[config.mk]
export PLATFORM = sky130hd
export DESIGN_NAME = pipeline_hazard_ctrl
export DESIGN_NICKNAME = d
export VERILOG_FILES = /design/src/rtl/pipeline_hazard_ctrl_pkg.sv /design/src/rtl/pipeline_hazard_ctrl_hazard_detect.sv /design/src/rtl/pipeline_hazard_ctrl.sv
export SDC_FILE = /design/constraint.sdc
export NUM_CORES = 1
export LEC_CHECK = 0
export BUFFER_PORTS_ARGS = -buffer_cell sky130_fd_sc_hd__buf_2
export CORE_ASPECT_RATIO = 0.8
export CORE_MARGIN = 3
export CORE_UTILIZATION = 54
export DETAILED_ROUTE_END_ITERATION = 16
export GPL_TIMING_DRIVEN = 0
export PLACE_DENSITY = 0.85
export SLEW_MARGIN = 15
export SYNTH_ARGS = -nofsm -noshare
export SYNTH_HDL_FRONTEND = slang
export SYNTH_HIERARCHICAL = 1
export SYNTH_SLANG_ARGS = --single-unit
[constraint.sdc]
create_clock -name clk -period 2.8 [get_ports clk]
set_input_delay 0.28 -clock clk [delete_from_list [all_inputs] [get_ports clk]]
set_output_delay 0.28 -clock clk [all_outputs]
set_load 0.03 [all_outputs]
[src/rtl/pipeline_hazard_ctrl_pkg.sv]
// pipeline_hazard_ctrl_pkg: shared state encoding and parameter defaults for the hazard controller
package pipeline_hazard_ctrl_pkg;
  typedef enum logic [1:0] {RUN = 2'd0, MEM_WAIT = 2'd1, ERROR = 2'd2} state_t;
  localparam int REG_W_DEF = 5;
  localparam int CNT_W_DEF = 16;
  localparam int WAIT_MAX_DEF = 8;
endpackage

[src/rtl/pipeline_hazard_ctrl_hazard_detect.sv]
// hazard_detect: combinational load-use and taken-branch detection
module hazard_detect #(
  parameter int REG_W = pipeline_hazard_ctrl_pkg::REG_W_DEF
) (
  input  logic [REG_W-1:0] id_rs,
  input  logic [REG_W-1:0] id_rt,
  input  logic             idex_mem_read,
  input  logic [REG_W-1:0] idex_rt,
  input  logic             exmem_branch,
  input  logic             exmem_zero,
  output logic             load_use,
  output logic             br_taken
);
  assign load_use = idex_mem_read && idex_rt != '0 && (idex_rt == id_rs || idex_rt == id_rt);
  assign br_taken = exmem_branch && exmem_zero;
endmodule

[src/rtl/pipeline_hazard_ctrl.sv]
// pipeline_hazard_ctrl: stall/flush sequencer with memory-wait FSM, timeout flag and stall counter
module pipeline_hazard_ctrl
  import pipeline_hazard_ctrl_pkg::*;
#(
  parameter int REG_W = REG_W_DEF,
  parameter int WAIT_MAX = WAIT_MAX_DEF,
  parameter int CNT_W = CNT_W_DEF
) (
  input  logic             clk,
  input  logic             reset,
  input  logic [REG_W-1:0] id_rs,
  input  logic [REG_W-1:0] id_rt,
  input  logic             idex_mem_read,
  input  logic [REG_W-1:0] idex_rt,
  input  logic             exmem_branch,
  input  logic             exmem_zero,
  input  logic             dmem_req,
  input  logic             dmem_ready,
  output logic             pc_en,
  output logic             pc_src,
  output logic             ifid_en,
  output logic             idex_en,
  output logic             exmem_en,
  output logic             ifid_flush,
  output logic             idex_flush,
  output logic             exmem_flush,
  output logic             memwb_en,
  output logic             memwb_bubble,
  output logic [1:0]       state,
  output logic             timeout_err,
  output logic [CNT_W-1:0] stall_cnt
);
  localparam int WC_W = $clog2(WAIT_MAX + 1);
  state_t st, nxt;
  logic [WC_W-1:0] wait_cnt, wc_nxt;
  logic to_nxt, load_use, br_taken, mem_wait;
  hazard_detect #(.REG_W(REG_W)) u_hd (
    .id_rs(id_rs),
    .id_rt(id_rt),
    .idex_mem_read(idex_mem_read),
    .idex_rt(idex_rt),
    .exmem_branch(exmem_branch),
    .exmem_zero(exmem_zero),
    .load_use(load_use),
    .br_taken(br_taken)
  );
  assign mem_wait = dmem_req && !dmem_ready;
  assign state = st;
  always_comb begin
    {pc_en, ifid_en, idex_en, exmem_en, memwb_en} = '1;
    {pc_src, ifid_flush, idex_flush, exmem_flush, memwb_bubble} = '0;
    nxt = st;
    wc_nxt = wait_cnt;
    to_nxt = timeout_err;
    if (!reset) begin
      {pc_en, ifid_en, idex_en, exmem_en, memwb_en} = '0;
      {ifid_flush, idex_flush, exmem_flush, memwb_bubble} = '1;
    end else if (st == ERROR) begin
      {pc_en, ifid_en, idex_en, exmem_en, memwb_en} = '0;
    end else if (mem_wait) begin
      {pc_en, ifid_en, idex_en, exmem_en} = '0;
      memwb_bubble = 1'b1;
      nxt = st == RUN ? MEM_WAIT : wait_cnt == WC_W'(WAIT_MAX) ? ERROR : MEM_WAIT;
      wc_nxt = st == RUN ? WC_W'(1) : wait_cnt == WC_W'(WAIT_MAX) ? wait_cnt : wait_cnt + WC_W'(1);
      to_nxt = timeout_err || (st == MEM_WAIT && wait_cnt == WC_W'(WAIT_MAX));
    end else begin
      nxt = RUN;
      wc_nxt = '0;
      if (br_taken) begin
        pc_src = 1'b1;
        {ifid_flush, idex_flush, exmem_flush} = '1;
      end else if (load_use) begin
        pc_en = 1'b0;
        ifid_en = 1'b0;
        idex_flush = 1'b1;
      end
    end
  end
  always_ff @(posedge clk) begin
    if (!reset) begin
      st <= RUN;
      wait_cnt <= '0;
      stall_cnt <= '0;
      timeout_err <= 1'b0;
    end else begin
      st <= nxt;
      wait_cnt <= wc_nxt;
      timeout_err <= to_nxt;
      if (st != ERROR && !pc_en && stall_cnt != '1) stall_cnt <= stall_cnt + CNT_W'(1);
    end
  end
endmodule
* Word-level counts from Yosys, hierarchy flattened
Cells that the tools add are included.
** Operators by class
- Reduce and logical (&&, ||, !) cells :: 15
- $lt $le $gt $ge :: 0
- Equality and inequality tests :: 8
- Add/subtract/negate cells :: 2
- Muxes and demuxes :: 29
- Div/mod/pow operators :: 0
- $mul :: 0
- Bitwise operators :: 1
- Shift operators :: 0
** Operators by type and width (count)
- 1-bit 2-to-1 mux :: 23
- 16-bit by 1-bit adder with 16-bit output, second input constant :: 1
- 16-bit != test, second input constant :: 1
- 4-bit 2-to-1 mux :: 3
- 5-bit equality test :: 2
- 1-bit logical AND :: 7
- 2-bit 2-to-1 mux :: 3
- 5-bit nonzero test :: 1
- 4-bit by 1-bit adder with 4-bit output, second input constant :: 1
- 4-bit equality test, second input constant :: 1
- 2-bit AND reduction :: 2
- 3-bit != test, second input constant :: 1
- 2-bit by 1-bit equality test with 1-bit output, second input constant :: 1
- 2-bit equality test, second input constant :: 1
- 1-bit zero test :: 2
- 2-bit zero test :: 1
- 1-bit logical OR :: 2
- 2-bit != test, second input constant :: 1
- 1-bit inverter :: 1
** Storage, ports and cells
- Logic and storage cells :: 59
- Input bits :: 22
- ROM bits :: 0
- Output and inout port bits :: 29
- Latch bits :: 0
- Flip-flop bits (word level) :: 23
- Memories :: 0
- Bits in writable memories :: 0

* Logic depth before layout (Yosys ltp)
Gate-level depths: netlist of the first run.
- Word-level depth :: 11
- Depth in mapped cells :: 9
- Mapped depth without buffers :: 8

* Hierarchy
The synthesis of the first run kept the hierarchy.
** By module, submodules not included
- pipeline_hazard_ctrl :: area an instance 1392.6 µm², cells an instance 164, instances 1
- hazard_detect :: area an instance 131.4 µm², cells an instance 18, instances 1

* Least setup slack after synthesis of the first run
OpenSTA, ideal clock, no wires.
- Kind :: input-to-output
- Start point :: input port idex_rt[1]
- End point :: output port pc_en
- Setup slack :: 0.316 ns
- Cell stages on the path :: 6
- Arrival time :: 2.204 ns
- Cell sequence :: or4_1 > o21ai_1 > a21oi_1 > and2b_1 > nor3_1 > buf_4
** On the way
- Word-level cells in the longest chain between the ends :: 8
** Ends and longest elaborated chain
- from (decl) :: RTL line pipeline_hazard_ctrl.sv:14 : input logic [REG_W-1:0] idex_rt,
- 5-bit equality test / 5-bit nonzero test (equally long branches) :: RTL line pipeline_hazard_ctrl_hazard_detect.sv:14 : assign load_use = idex_mem_read && idex_rt != '0 && (idex_rt == id_rs || idex_rt == id_rt);
- 1-bit logical OR / 1-bit logical AND (equally long branches) :: RTL line pipeline_hazard_ctrl_hazard_detect.sv:14
- 1-bit logical AND * :: RTL line pipeline_hazard_ctrl_hazard_detect.sv:14
- net load_use :: RTL line pipeline_hazard_ctrl.sv:36 : logic to_nxt, load_use, br_taken, mem_wait;
- 1-bit 2-to-1 mux * (5 in series)
- to (decl) :: RTL line pipeline_hazard_ctrl.sv:19 : output logic pc_en,
Mark *: on every way through the listed nets, which the timed path passes. The rest lies on a longest branch.

* Worst setup path after layout of the first run
- Start point :: input port idex_rt[1]
- End point :: output port pc_en
** On the way
- Word-level cells in the longest chain between the ends :: 8
** Ends and longest elaborated chain
- 5-bit equality test / 5-bit nonzero test (equally long branches) :: RTL line pipeline_hazard_ctrl_hazard_detect.sv:14
- 1-bit logical OR / 1-bit logical AND (equally long branches) :: RTL line pipeline_hazard_ctrl_hazard_detect.sv:14
- 1-bit logical AND * :: RTL line pipeline_hazard_ctrl_hazard_detect.sv:14
- net load_use :: RTL line pipeline_hazard_ctrl.sv:36
- 1-bit 2-to-1 mux * :: RTL line pipeline_hazard_ctrl.sv:72 : end else if (load_use) begin
- 1-bit 2-to-1 mux * :: RTL line pipeline_hazard_ctrl.sv:69 : if (br_taken) begin
- 1-bit 2-to-1 mux * :: RTL line pipeline_hazard_ctrl.sv:60 : end else if (mem_wait) begin
- 1-bit 2-to-1 mux * :: RTL line pipeline_hazard_ctrl.sv:58 : end else if (st == ERROR) begin
- 1-bit 2-to-1 mux * :: RTL line pipeline_hazard_ctrl.sv:55 : if (!reset) begin
Marks and branches as above.

==> flow_summary.yaml, run 1 <==
synth:
  ys_seq_elements: 23
  synthArstFlopShare_pct: 0
  synthDistinctLibCells: 44
  synthMostInstantiatedCell: "nand2_1"
  avgSynthCellArea_sq_um: 8.37
  synthCells: 182
  synthFlopType: "dfxtp_1"
  synth_area_sq_um: 1520
  ys_seq_area_share_pct: 30.2
  yosysWarnings: 6
  synth_area_leaders: "dfxtp_1 (30%), mux2i_1 (9.9%), nand2_1 (5.9%)"
  synth_edf_count: 0
  synth_top_area_share_pct: 30.2
  yosysTopAreaCell: "dfxtp_1"
  syn_nets: 207
  synth_common_cells: "nand2_1 (24), dfxtp_1 (23), mux2i_1 (15)"
floorplanning:
  num_io_pins: 51
  die_h_um: 53.5
  start_util_pct: 59.5
  core-area_sq_um: 2560
  die_x_um: 65.4
  die_area_sq_um: 3500
  rows: 16
timing:
  setup_tns_ns: 0
  worstMarginPinSlew_ns: 0.594
  finalHoldViolations: 0
  max_freq_mhz: 449
  timing.final.crit_period_ns: 2.23
  drv_slew: 0
  setup_viol: 0
  fin_crit_sh_pct: 79.6
  grt_setup_unrepaired: "false"
  slew_headroom_pct: 60.2
  timing.hold.ws_ns: 0.327
  clock_skew_ns: 0.00343
clocking:
  numCtsBuffers: 3
  clk-insertion-delay-late_ns: 0.32
  cts-resized-gates: 0
  cts.sinks: 23
  htree_levels: 1
  clk_pin_slew_ns: 0.13
  cts_tree: "done"
  cts_setup_buffers: 0
  clock_path_buffers: 2
  root_buffer: "clkbuf_4"
  holdBufCountCts: 0
placed_design:
  place_congestion: 0.832
  port_buffers: 50
  dp_hpwl_um: 2900
  dp.cells: 268
finish:
  antennaDiodeCount: 0
  drive_gt1_share_pct: 28.4
  stdcell_count: 272
  area_growth_pct: 21.2
  fin_nets: 262
global_route:
  overflow: 0
  antenna_found_initial: 0
  grt_max_degree: 14
  grt_usage_pct: 22.3
  grt_first_pass_wirelength_um: 6070
  grt_pass1_vias: 1356
critical_path:
  cp_slowest_cell: "or4_1"
  crit_type: "primary input to output port"
  crit_chain: "buf_2 -> or4_1 -> o21ai_1 -> a21oi_1 -> and2b_1 -> nor3_1 -> buf_4 -> buf_2"
  crit_arrival_ns: 1.95
  crit_required_ns: 2.52
  critPathCaptureType: "output port"
  cp-start-kind: "primary input"
  cpLargestDelayFamily: "simple AND/OR/NAND/NOR gates"
  critPathMaxStageDelay_ns: 0.53
  cp.buffers_inverters: 3
  critPathMostFrequentCell: "buf_2"
  critPathMaxFanout: 3
power_and_ir_drop:
  power_density_nw_per_um2: 344
  ir_worst_vdd_mv: 0.336
  leakage_uw: 0.000800
routing:
  drc: 0
  routed_wl_um: 3640
  dr.pass1.iters: 4
  wl_per_cell_um: 13.4
  dr_total_vias: 1518
  drt_iter0_drc: 72
  vias_per_cell: 5.58
  antenna_left: 0
hold_path:
  hold_class: "primary input to flop"
run_status:
  status: "finished, final reports clean"
job:
  maxCapViolCount: 0
[worst reg2reg max path: stages, from the launching register on]
cell and delay (ns):
dfxtp_1 0.44, ha_1 0.30, nand4_1 0.19, nor3_2 0.50
a211oi_1 0.19, mux2i_1 0.15
[area by class of cell]
class	instances	area, sq um
repair buffers	50	250
multi-input cells	145	990
well taps	36	45.0
clock buffers	3	22.5
flip-flops and latches	23	460
fillers	240	716
clock inverters	1	5.00
inverters	5	18.8
plain buffers	9	55.1
[sequential cells by signal, summed over array words and instances, names as in the netlist]
register / flops
wait_cnt: 4
timeout_err: 1
stall_cnt: 16
state: 2
[metal layers]
metal  track usage [%]  share of wire (%)  vias to the layer above
li1                  -                  -                      772
met1              28.1                 44                      700
met2              39.7                 49                       40
met3              4.67                5.6                        6
met4              4.83               0.99                        0
met5                 0                  0                        -
[placed cells by master, fill, tap and decap left out, types with 3 or more instances in the layout]
cell,count
nand4_1,6
nand3_1,9
ha_1,3
nor2b_1,4
or4_1,4
clkbuf_1,3
nand2_1,24
and2_1,4
o31ai_1,4
nor3_1,7
xnor2_1,4
a21oi_1,4
inv_1,4
nor4_1,3
o21ai_0,3
clkbuf_4,3
buf_2,52
dfxtp_1,23
buf_4,3
nor2_1,6
nand2b_1,11
and4_1,3
a211oi_1,5
xor2_1,6
mux2i_1,15
and3_1,3
[kinds of logic after synthesis]
logic type | synth area share [%]
AOI/OAI and AO/OA | 12.6
xor gates and xnor gates | 5.75
adders and majority gates | 2.46
buffers and inverters | 4.84
DFF | 30.2
muxes | 9.85
and+or+nand+nor | 34.2
[worst paths after layout]
path,start,endpoint,slack (ns),depth (start not counted)
worst max-delay path,idex_rt[1],pc_en,0.57,8
worst min register to register,timeout_err,timeout_err,0.50,2
worst max register to register,stall_cnt[0],stall_cnt[4],0.93,5
worst min-delay path,reset,state[1],0.33,2
[stage by stage]
step	utilization (%)	area, sq um	setup slack (ns)	total power [uW]
floorplan	-	1520	0.316	437
global placement	71.0	1820	0.530	480
detailed placement	71.0	1820	0.461	483
CTS	72.1	1850	0.566	642
global route	72.1	1850	0.451	667
finish	72.1	1850	0.572	635
[where the power goes]
group / switching (uW) / internal (uW)
Combinational: 82.7 / 52.2
Sequential: 8.36 / 333
Clock: 105 / 53.5
No activity file was read; power rests on OpenSTA's default activity.
==> inputs of run 2 (changes only) <==
--- a/config.mk
+++ b/config.mk
@@ -5,13 +5,14 @@
 export SDC_FILE = /design/constraint.sdc
 export NUM_CORES = 1
 export LEC_CHECK = 0
+export ABC_AREA = 1
 export BUFFER_PORTS_ARGS = -buffer_cell sky130_fd_sc_hd__buf_2
 export CORE_ASPECT_RATIO = 0.8
 export CORE_MARGIN = 3
-export CORE_UTILIZATION = 54
+export CORE_UTILIZATION = 51
 export DETAILED_ROUTE_END_ITERATION = 16
 export GPL_TIMING_DRIVEN = 0
-export PLACE_DENSITY = 0.85
+export PLACE_DENSITY = 0.79
 export SLEW_MARGIN = 15
 export SYNTH_ARGS = -nofsm -noshare
 export SYNTH_HDL_FRONTEND = slang
==> constraint.sdc (replaced) <==
create_clock -name clk -period 2.25 [get_ports clk]
set_input_delay 0.225 -clock clk [delete_from_list [all_inputs] [get_ports clk]]
set_output_delay 0.225 -clock clk [all_outputs]
set_load 0.03 [all_outputs]
==> run 2 against run 1 <==
  * First-iteration DRC count down 9.7%
  * Combinational power up 130%
  * Critical path type is now flop to output port
  * Cell count up 34%
==> flow_summary.yaml, run 2 <==
synth:
  yosysTopAreaCell: "dfxtp_1"
  ys_seq_area_share_pct: 27.4
  synth_common_cells: "nand2_1 (93), nor2_1 (34), inv_1 (31)"
  yosysWarnings: 6
  synthArstFlopShare_pct: 0
  synth_edf_count: 0
  synthMostInstantiatedCell: "nand2_1"
  avgSynthCellArea_sq_um: 6.14
  synthFlopType: "dfxtp_1"
  syn_nets: 299
  ys_seq_elements: 23
  synthDistinctLibCells: 25
  synth_top_area_share_pct: 27.4
  synth_area_sq_um: 1680
  synth_area_leaders: "dfxtp_1 (27%), nand2_1 (21%), nor2_2 (8.2%)"
  synthCells: 274
timing:
  worstMarginPinSlew_ns: 0.485
  worst_slack_ns: 0.427
  timing.final.crit_period_ns: 1.82
  clock_skew_ns: 0.00586
  max_freq_mhz: 549
  drv_slew: 0
  timing.hold.ws_ns: 0.238
  setup_viol: 0
  setup_tns_ns: 0
  finalHoldViolations: 0
  grt_setup_unrepaired: "false"
  slew_headroom_pct: 67.7
  fin_crit_sh_pct: 81.0
finish:
  area_growth_pct: 20.1
  drive_gt1_share_pct: 30.3
  design_area_sq_um: 2020
  largest_reg_flops: 16
  fin_nets: 353
  final_common_cell: "nand2_1"
  fillers: 288
  multi_input_area_sq_um: 1010
  antennaDiodeCount: 0
  largest_register: "stall_cnt"
  final-seq-area_sq_um: 460
  layout_common_cells: "nand2_1 (93), buf_2 (49), nor2_1 (34), inv_1 (31), dfxtp_1 (23)"
floorplanning:
  die_h_um: 57.4
  start_util_pct: 56.9
  die_area_sq_um: 4030
  die_x_um: 70.2
  rows: 17
  num_io_pins: 51
  core-area_sq_um: 2960
clocking:
  cts.sinks: 23
  holdBufCountCts: 0
  cts_setup_buffers: 0
  numCtsBuffers: 3
  cts-resized-gates: 0
  cts_tree: "done"
  root_buffer: "clkbuf_8"
  clock_path_buffers: 2
  clk_pin_slew_ns: 0.08
  htree_levels: 1
  clk-insertion-delay-late_ns: 0.27
global_route:
  grt_pass1_vias: 1486
  grt_usage_pct: 18.3
  overflow: 0
  antenna_found_initial: 0
  grt_first_pass_wirelength_um: 6050
  grt_max_degree: 14
power_and_ir_drop:
  leakage_uw: 0.00104
  power_density_nw_per_um2: 509
  ir_worst_vdd_mv: 0.364
  power.total_uw: 1030
run_status:
  status: "finished, final reports clean"
critical_path:
  endpoint: "idex_flush"
  crit_required_ns: 2.03
  reg2regPathDepth: 9
  r2r_setup_slack_ns: 0.62
  critPathMaxFanout: 5
  r2r_end: "stall_cnt[14]"
  reg2reg_from: "stall_cnt[0]"
  crit_type: "flop to output port"
  crit_arrival_ns: 1.60
  critPathLaunch: "state[1]"
  cp-start-kind: "flop"
  critPathCaptureType: "output port"
routing:
  dr_total_vias: 1699
  drc: 0
  antenna_left: 0
  vias_per_cell: 4.65
  drt_iter0_drc: 65
  wl_per_cell_um: 9.89
  routed_wl_um: 3610
  dr.pass1.iters: 4
placed_design:
  port_buffers: 49
  dp_hpwl_um: 2960
  place_area_sq_um: 1980
  place_congestion: 0.816
  dp_slack_ns: 0.514
job:
  maxCapViolCount: 0
hold_path:
  worstHoldStart: "reset"
  hold_class: "primary input to flop"
run 2: changes by cell type after synthesis, sizes merged, moves of 8 or more:
cell,before,now
nand2,24,97
mux2i,15,0
nor2,6,59
o21ai,4,12
nand2b,11,0
inv,5,39
run 2: critical path: stages, from the launching register on:
cell and delay, ns:
dfxtp_1 0.40, inv_2 0.05, nor2_2 0.15, inv_2 0.08
nand2_1 0.12, o21ai_0 0.13, a31o_2 0.23, buf_2 0.17
run 2: per-layer routing:
metal | global-route usage (%) | part of all wire (%) | vias up | wire length (um)
li1 | - | - | 929 | -
met1 | 23.7 | 48 | 736 | 1740
met2 | 30.8 | 46 | 30 | 1660
met3 | 4.40 | 5.0 | 4 | 180
met4 | 4.10 | 0.83 | 0 | 30
met5 | 0 | 0 | - | 0
run 2: worst min-delay path by stage:
stage,to,slack (ns),depth (start not counted)
3_3_place_gp,timeout_err,0.45,2
6_report,stall_cnt[4],0.24,3
5_1_grt,stall_cnt[2],0.26,3
3_5_place_dp,timeout_err,0.46,2
2_1_floorplan,wait_cnt[0],0.46,2
4_1_cts,stall_cnt[4],0.24,3
run 2: per-stage QoR:
| step | cells | utilization [%] |
|---|---|---|
| finish | 365 | 68.4 |
| global route | 365 | 68.4 |
| CTS | 365 | 68.4 |
| detailed placement | 361 | 66.8 |
| global placement | 361 | 66.8 |
| floorplan | 274 | - |
run 2: logic make-up after synthesis:
| kind of cell | after synthesis | synth area share, % |
|---|---|---|
| flops | 23 | 27.4 |
| simple gates | 175 | 46.5 |
| compound gates | 15 | 5.13 |
| fa+ha+maj | 3 | 2.23 |
| buf+inv | 46 | 12.6 |
| xor+xnor | 12 | 6.25 |
run 2: cell type report:
| cell class | count | share of cell area, % |
|---|---|---|
| plain buffers | 7 | 3.22 |
| clock buffers | 3 | 2.04 |
| clock inverters | 1 | 0.248 |
| inverters | 39 | 7.24 |
| multi-input cells | 205 | 50.0 |
| flip-flops and latches | 23 | 22.8 |
| well taps | 38 | 2.35 |
| repair buffers | 49 | 12.1 |
run 2: where the power goes:
part	internal [uW]	switching, uW	leakage (uW)
clock	124	133	0.0000255
sequential	432	32.6	0.000189
combinational	110	199	0.000825
total	665	364	0.00104
==> inputs of run 3 (changes only) <==
--- a/config.mk
+++ b/config.mk
@@ -5,11 +5,11 @@
 export SDC_FILE = /design/constraint.sdc
 export NUM_CORES = 1
 export LEC_CHECK = 0
-export ABC_AREA = 1
+export ABC_AREA = 0
 export BUFFER_PORTS_ARGS = -buffer_cell sky130_fd_sc_hd__buf_2
 export CORE_ASPECT_RATIO = 0.8
 export CORE_MARGIN = 3
-export CORE_UTILIZATION = 51
+export CORE_UTILIZATION = 50
 export DETAILED_ROUTE_END_ITERATION = 16
 export GPL_TIMING_DRIVEN = 0
 export PLACE_DENSITY = 0.79
==> constraint.sdc (replaced) <==
create_clock -name clk -period 1.89 [get_ports clk]
set_input_delay 0.189 -clock clk [delete_from_list [all_inputs] [get_ports clk]]
set_output_delay 0.189 -clock clk [all_outputs]
set_load 0.03 [all_outputs]
==> run 3 against run 2 <==
  * The run now ends with negative setup slack left
  * Global-route usage increased by 1.7 points
  * Core utilization up 3.5 points
  * Combinational power fell by 27%
  * Flip-flop and latch count unchanged
  * Critical path type is now primary input to flop
  * Largest cell class unchanged
==> flow_summary.yaml, run 3 (synthesis results as in run 1) <==
finish:
  largest_reg_flops: 16
  multi_input_area_sq_um: 1100
  final_common_cell: "buf_2"
  fin_nets: 266
  fillers: 237
  final_util_pct: 71.9
  final-seq-area_sq_um: 460
  drive_gt1_share_pct: 35.4
  layout_common_cells: "buf_2 (49), nand2_1 (24), dfxtp_1 (23), mux2i_1 (15), nand2b_1 (11)"
  largest_register: "stall_cnt"
  area_growth_pct: 33.5
  antennaDiodeCount: 0
placed_design:
  place_congestion: 0.788
  dp_hpwl_um: 2700
  port_buffers: 50
floorplanning:
  rows: 17
  die_area_sq_um: 3750
  num_io_pins: 51
  core-area_sq_um: 2830
  start_util_pct: 53.9
  die_x_um: 67.7
  die_h_um: 55.4
timing:
  grt_setup_unrepaired: "true"
  setup_tns_ns: -0.00275
  timing.final.crit_period_ns: 1.89
  max_freq_mhz: 528
  setup_viol: 1
  clock_skew_ns: 0.0124
  fin_crit_sh_pct: 100
  drv_slew: 0
  slew_headroom_pct: 66.4
  worstMarginPinSlew_ns: 0.504
  worst_slack_ns: -0.00275
  finalHoldViolations: 0
  timing.hold.ws_ns: 0.301
routing:
  antenna_left: 0
  drc: 0
  vias_per_cell: 5.49
  dr.pass1.iters: 5
  dr_total_vias: 1527
  wl_per_cell_um: 13.8
  routed_wl_um: 3840
  drt_iter0_drc: 107
job:
  maxCapViolCount: 0
critical_path:
  cp-start-kind: "primary input"
  crit_type: "primary input to flop"
  crit_required_ns: 2.05
  cp_slowest_cell: "or4_4"
  crit_arrival_ns: 2.06
  crit_chain: "buf_6 -> or4_4 -> o21ai_2 -> a21oi_2 -> and2b_2 -> o31ai_4 -> buf_4 -> a211oi_1 -> mux2i_1"
  critPathMaxFanout: 7
  critPathMaxStageDelay_ns: 0.52
  critPathCaptureType: "flop"
clocking:
  holdBufCountCts: 0
  root_buffer: "clkbuf_8"
  cts_tree: "done"
  numCtsBuffers: 3
  clk-insertion-delay-late_ns: 0.27
  clk_pin_slew_ns: 0.09
  htree_levels: 1
  cts.sinks: 23
  clock_path_buffers: 2
global_route:
  grt_max_degree: 13
  overflow: 0
  grt_first_pass_wirelength_um: 5970
  grt_usage_pct: 20.0
  grt_pass1_vias: 1386
  antenna_found_initial: 0
run_status:
  status: "finished with violations"
  failed_checks: "negative setup slack"
power_and_ir_drop:
  ir_worst_vdd_mv: 0.500
  leakage_uw: 0.000863
  power_density_nw_per_um2: 511
hold_path:
  hold_class: "primary input to flop"
## run 3: repair_timing
item / in CTS / in global routing
buffers inserted: 0 / 3
resized for setup: 3 / 21
gates cloned: 0 / 1
pin swaps: 1 / 4
hold endpoints to repair: 0 / 0
endpoints found under the setup margin: 8 / 18
## run 3: final cells by class
class,instances,share of cell area [%]
plain buffers,9,2.71
repair buffers,54,15.3
clock buffers,4,2.21
inverters,5,0.923
multi-input cells,145,53.9
well taps,38,2.34
flip-flops and latches,23,22.6
## run 3: worst max-delay path, delay by kind of cell
| family | cells | cell delay (ns) |
|---|---|---|
| simple gates | 2 | 0.76 |
| compound gates | 4 | 0.65 |
| buf+inv | 2 | 0.32 |
| mux | 1 | 0.13 |
## run 3: path summary, 6_finish.rpt
check / from / cells past startpoint / slack (ns) / endpoint
max reg2reg: stall_cnt[0] / 6 / 0.18 / stall_cnt[6]
min reg2reg: stall_cnt[5] / 2 / 0.48 / stall_cnt[5]
min: reset / 3 / 0.30 / timeout_err
max: idex_rt[1] / 9 / -0.003 / stall_cnt[6]
## run 3: metrics by stage
step	power [uW]	area [sq um]	worst slack, ns	instances
after floorplan	650	1540	-0.0180	182
after global placement	715	1840	-0.332	270
after detailed placement	718	1840	-0.321	270
after CTS	1020	1890	0.0122	274
after global routing	1090	2030	-0.0792	278
final	1040	2030	-0.00275	278
## run 3: where the power goes
part           internal (uW)  switching, uW
clock network            151            160
logic                   91.0            134
registers                493           11.3
total                    734            305
## run 3: routing by layer
layer	share of wire [%]	global-route usage [%]	vias up
li1	-	-	775
met3	3.5	4.67	4
met5	0	0	-
met2	50	31.8	25
met4	0.70	4.05	0
met1	46	27.2	723
